==> src/rtl/ps2_game_decoder.sv <==
// PS/2 keyboard receiver and game-key decoder: frames, checks and decodes
// scancodes into held up/down/left/right/shoot bits for up to 4 players.
// Ports:
//   board_clk, reset      - system clock, async active-high reset
//   ps2_clk, ps2_data     - raw asynchronous PS/2 bus lines
//   clear_keys            - synchronous request to release all keys
//   keys                  - held keys, 5 bits per player (up,down,left,right,shoot)
//   code, code_valid      - last good byte and its one-cycle strobe
//   frame_err             - one-cycle strobe for a discarded frame
// Optional: define PS2_GAME_DECODER_TIMEOUT_EN to abort stalled frames
// after TIMEOUT_CYCLES board_clk cycles without a PS/2 falling edge.
module ps2_game_decoder #(
  parameter int NUM_PLAYERS = 2,
  parameter logic [NUM_PLAYERS*45-1:0] KEYMAP = {
    9'h04C, 9'h174, 9'h16B, 9'h172, 9'h175,
    9'h03B, 9'h023, 9'h01C, 9'h01B, 9'h01D
  },
  parameter int TIMEOUT_CYCLES = 50000
) (
  input  logic                     board_clk,
  input  logic                     reset,
  input  logic                     ps2_clk,
  input  logic                     ps2_data,
  input  logic                     clear_keys,
  output logic [NUM_PLAYERS*5-1:0] keys,
  output logic [7:0]               code,
  output logic                     code_valid,
  output logic                     frame_err
);

  localparam int NK = NUM_PLAYERS * 5;

  if (NUM_PLAYERS < 1 || NUM_PLAYERS > 4 || TIMEOUT_CYCLES < 1)
  begin : g_cfg_check
    $error("ps2_game_decoder: illegal parameter value");
  end

  typedef enum logic [1:0] {
    IDLE,
    EXT,
    BRK,
    EXT_BRK
  } state_t;

  logic [1:0] clk_sync;
  logic [1:0] data_sync;
  logic       clk_prev;
  logic       fall;
  logic       bit_in;

  logic [3:0] bit_cnt;
  logic [9:0] shreg;
  logic       frame_done;
  logic       frame_ok;
  logic [7:0] rx_byte;
  logic       timeout;

  state_t     state;
  logic       ext_mode;
  logic       brk_mode;
  logic [NK-1:0] hit;

  // Sync flops reset to 1 so that releasing reset on an idle bus
  // cannot manufacture a falling edge.
  always_ff @(posedge board_clk or posedge reset) begin
    if (reset) begin
      clk_sync  <= 2'b11;
      data_sync <= 2'b11;
      clk_prev  <= 1'b1;
    end else begin
      clk_sync  <= {clk_sync[0], ps2_clk};
      data_sync <= {data_sync[0], ps2_data};
      clk_prev  <= clk_sync[1];
    end
  end

  assign fall   = clk_prev & ~clk_sync[1];
  assign bit_in = data_sync[1];

  assign frame_done = fall && (bit_cnt == 4'd10);
  assign rx_byte    = shreg[8:1];
  // start low, stop high, data+parity odd weight
  assign frame_ok   = ~shreg[0] & bit_in & (^shreg[9:1]);

  // Bits shift in from the top; after ten shifts the start bit sits in
  // shreg[0] and parity in shreg[9]. The stop bit is taken live.
  // While idle, a high sample is not a start bit and is ignored, so a
  // frame cut by reset is dropped until a real start bit appears.
  always_ff @(posedge board_clk or posedge reset) begin
    if (reset) begin
      bit_cnt <= 4'd0;
      shreg   <= 10'd0;
    end else if (fall) begin
      if (bit_cnt == 4'd0) begin
        if (!bit_in) begin
          shreg   <= {bit_in, shreg[9:1]};
          bit_cnt <= 4'd1;
        end
      end else if (bit_cnt == 4'd10) begin
        bit_cnt <= 4'd0;
      end else begin
        shreg   <= {bit_in, shreg[9:1]};
        bit_cnt <= bit_cnt + 4'd1;
      end
    end else if (timeout) begin
      bit_cnt <= 4'd0;
    end
  end

`ifdef PS2_GAME_DECODER_TIMEOUT_EN
  localparam int TW = $clog2(TIMEOUT_CYCLES + 1);

  logic [TW-1:0] to_cnt;

  assign timeout = (bit_cnt != 4'd0) && !fall &&
                   (to_cnt == TW'(TIMEOUT_CYCLES - 1));

  always_ff @(posedge board_clk or posedge reset) begin
    if (reset) begin
      to_cnt <= '0;
    end else if (fall || bit_cnt == 4'd0 || timeout) begin
      to_cnt <= '0;
    end else begin
      to_cnt <= to_cnt + 1'b1;
    end
  end
`else
  assign timeout = 1'b0;
`endif

  assign ext_mode = (state == EXT) || (state == EXT_BRK);
  assign brk_mode = (state == BRK) || (state == EXT_BRK);

  always_comb begin
    hit = '0;
    for (int i = 0; i < NK; i++) begin
      hit[i] = (KEYMAP[i*9 +: 9] == {ext_mode, rx_byte});
    end
  end

  always_ff @(posedge board_clk or posedge reset) begin
    if (reset) begin
      keys       <= '0;
      code       <= 8'h00;
      code_valid <= 1'b0;
      frame_err  <= 1'b0;
      state      <= IDLE;
    end else begin
      code_valid <= 1'b0;
      frame_err  <= (frame_done && !frame_ok) || timeout;
      if (frame_done && frame_ok) begin
        code       <= rx_byte;
        code_valid <= 1'b1;
      end
      if (clear_keys) begin
        keys  <= '0;
        state <= IDLE;
      end else if (frame_done && frame_ok) begin
        unique case (1'b1)
          (rx_byte == 8'hE0): begin
            state <= (state == IDLE) ? EXT : IDLE;
          end
          (rx_byte == 8'hF0): begin
            unique case (state)
              IDLE:    state <= BRK;
              EXT:     state <= EXT_BRK;
              default: state <= IDLE;
            endcase
          end
          default: begin
            keys  <= brk_mode ? (keys & ~hit) : (keys | hit);
            state <= IDLE;
          end
        endcase
      end
    end
  end

endmodule

==> config.mk <==
export PLATFORM = sky130hd
export DESIGN_NAME = ps2_game_decoder
export DESIGN_NICKNAME = d
export VERILOG_FILES = /design/src/rtl/ps2_game_decoder.sv
export SDC_FILE = /design/constraint.sdc
export NUM_CORES = 1
export LEC_CHECK = 0
export CORE_ASPECT_RATIO = 2
export CORE_UTILIZATION = 58
export CTS_BUF_LIST = sky130_fd_sc_hd__clkbuf_4
export CTS_CLUSTER_SIZE = 40
export DETAILED_ROUTE_END_ITERATION = 12
export GPL_TIMING_DRIVEN = 0
export PLACE_DENSITY = 0.82
export RECOVER_POWER = 50
export SLEW_MARGIN = 0
export SYNTH_ARGS = -nofsm -noshare
export SYNTH_HDL_FRONTEND = slang
export SYNTH_SLANG_ARGS = --single-unit
==> constraint.sdc <==
create_clock -name board_clk -period 2.35 [get_ports board_clk]
set_input_delay 0.235 -clock board_clk [delete_from_list [all_inputs] [get_ports board_clk]]
set_output_delay 0.235 -clock board_clk [all_outputs]
set_load 0.01 [all_outputs]
==> flow_summary.toml <==
[status]
status = "complete, but fails checks"
violations = "capacitance limit, slew limit"

[clocking]
cts_hold_buf = 0
clk_pin_slew_ns = 0.13
numClockSinks = 41
cts_tree = "built"
root_buffer = "clkbuf_4"
htree_levels = 2
clock_latency_ns = 0.36
max-clock-path-buffers = 2
cts_made_buffers = 5

[route]
drt_iter0_drc = 55
drc = 0
vias = 1539
first_pass_iters = 4
post_drt_wl_per_cell_um = 16.9
drt_wl_total_um = 4570
viasPerCell = 5.68
postRouteAntennaNets = 0

[grt]
grt.overflow.total = 0
grt_util_met1_pct = 24.2
gr-usage-met3_pct = 5.10
grt_pass1_vias = 1603
grt_antenna_before_repair = 0
grt_pass1_wl_um = 7220
grt_max_degree = 42
grt_use_total_pct = 25.7
gr-usage-met2_pct = 47.6
top_usage_layer = "met2"

[worst_setup_path]
critPathKind = "reg2reg"
cp_max_fo = 7
reg2reg_depth = 7
critPathLaunchType = "flip-flop"
endpoint_kind = "flip-flop"
arrival_ns = 2.53
required_ns = 2.57
rrSetupSlack_ns = 0.05
r2r_start = "shreg[1]"
r2r-end = "state[0]"
startpoint = "shreg[1]"
crit_end = "state[0]"

[synth]
syn-instance-count = 187
synthesis.nets = 207
yosysTopAreaCellShare_pct = 41.6
synth_area_mm2 = 0.00217
yosysWarnings = 0
ys_seq_area_share_pct = 47.7
ys_types = 42
synth_area_leaders = "dfrtp_1 42%, ha_1 8.7%, mux2i_1 6.9%"
synth_edf_count = 0
ys.flop_type = "dfrtp_1"
yosys.area.top_type = "dfrtp_1"
async_flop_share_pct = 100
synth_seq_cells = 41
avgSynthCellArea_um2 = 11.6

[timing]
rsz0062_at_grt = "true"
slew_violations = 42
worstMarginPinSlew_ns = 1.55
setup_tns_ns = 0
skew_ns = 0.0189
period_needed_ns = 2.30
final-setup-viol-count = 0
max-slew-margin-rel_pct = -3.37
hold_violations = 0
fin_crit_sh_pct = 98.0
max_freq_ghz = 0.434
hold_slack_ns = 0.363

[cells_and_area]
regArea_mm2 = 0.00103
drive_gt1_share_pct = 16.7
final_common_cell = "dfrtp_1"
nFillCells = 262
fin_util_pct = 71.9
fin_nets = 241
layout_common_cells = "36 x dfrtp_1, 21 x clkdlybuf4s50_1, 15 x mux2i_1, 15 x ha_1, 10 x nand2_1"
multi_input_area_mm2 = 0.00108
diodes = 0
area_growth_pct = 19.8

[floorplanning]
pin_count = 25
die_y_um = 88.4
die_w_um = 45.2
die_area_mm2 = 0.00400
core_mm2 = 0.00361
initial_core_util_pct = 60.0
row_count = 31

[run]
drv_cap = 1

[hold_path]
min_path_cells = 0
hold_class = "reg2reg"

[place]
gp_congestion = 0.870
dp_hpwl_um = 3430
portBuffers = 24

[power_and_ir_drop]
ir_drop_mv = 1.49
leakage_nw = 1.17
power_per_cell_area_mw_per_mm2 = 1340
p_total_mw = 3.48
-- registers in the layout (all words and copies together), names as in the netlist --
name,cells
data_sync,2
state,2
frame_err,1
shreg,10
keys,10
code_valid,1
code,8
bit_cnt,4
clk_sync,2
clk_prev,1
-- through the flow --
stage	cell area (um^2)	instances	setup WS, ns
3_3_place_gp	2470	260	0.0463
5_1_grt	2590	271	-0.0632
4_1_cts	2550	268	0.00960
3_5_place_dp	2470	260	0.0382
6_report	2590	271	0.0479
2_1_floorplan	2170	187	0.279
-- power breakdown --
part	internal [mW]	total (mW)	switching (mW)	leakage, nW
Clock	0.233	0.458	0.225	0.0433
Sequential	0.870	1.02	0.147	0.519
Combinational	0.809	2.01	1.20	0.612
Total	1.91	3.48	1.57	1.17
-- layer usage --
layer / wire, um / share of wire, %
met4: 143 / 3.1
met3: 106 / 2.3
met1: 1660 / 36
met2: 2660 / 58
met5: 0 / 0
-- layout make-up --
type,count,area share [%]
repair buffers,27,10.1
well taps,49,2.36
plain buffers,8,1.59
inverters,11,1.59
clock inverters,2,1.30
clock buffers,6,1.74
flip-flops and latches,41,39.8
multi-input cells,127,41.5
-- worst max-delay path, stage by stage, from the launching register on --
cell and delay [ns]:
dfrtp_1 0.42, inv_1 0.10, ha_1 0.33, xnor3_2 0.43
xor2_2 0.22, buf_6 0.19, o41ai_1 0.35, o41ai_1 0.13
-- what timing repair did --
action,in CTS,in global routing
resized for setup,0,8
endpoints found under the setup margin,0,12
buffers inserted,0,2
-- worst min path at each step --
stage | from | to
detailed placement | clk_sync[0] | clk_sync[1]
finish | data_sync[0] | data_sync[1]
floorplan | ps2_clk | clk_sync[0]
global placement | data_sync[0] | data_sync[1]
CTS | ps2_clk | clk_sync[0]
global route | data_sync[0] | data_sync[1]
-- cell usage after synthesis (all sizes together), types with 3 or more instances --
library cell and instances:
dfrtp 36, ha 15, mux2i 15, mux2 9
nor2 3, buf 3, nor2b 5, o31ai 4
a21oi 8, inv 11, nand3 8, nand4 4
o21ai 4, nand2b 9, nand2 10, dfstp 5
nor4 7, clkbuf 5, or4 3
-- cells by family (layout without fill, tap and decap cells) --
family          count (synthesis)  in the layout  synth area share [%]
simple gates                   61             61                  18.4
flops                          41             41                  47.7
xor+xnor                        5              5                  3.41
buf+inv                        19             54                  3.76
fa+ha+maj                      15             15                  8.67
mux                            24             24                  11.6
compound gates                 22             22                  6.47
No activity file was read; power rests on OpenSTA's default activity.
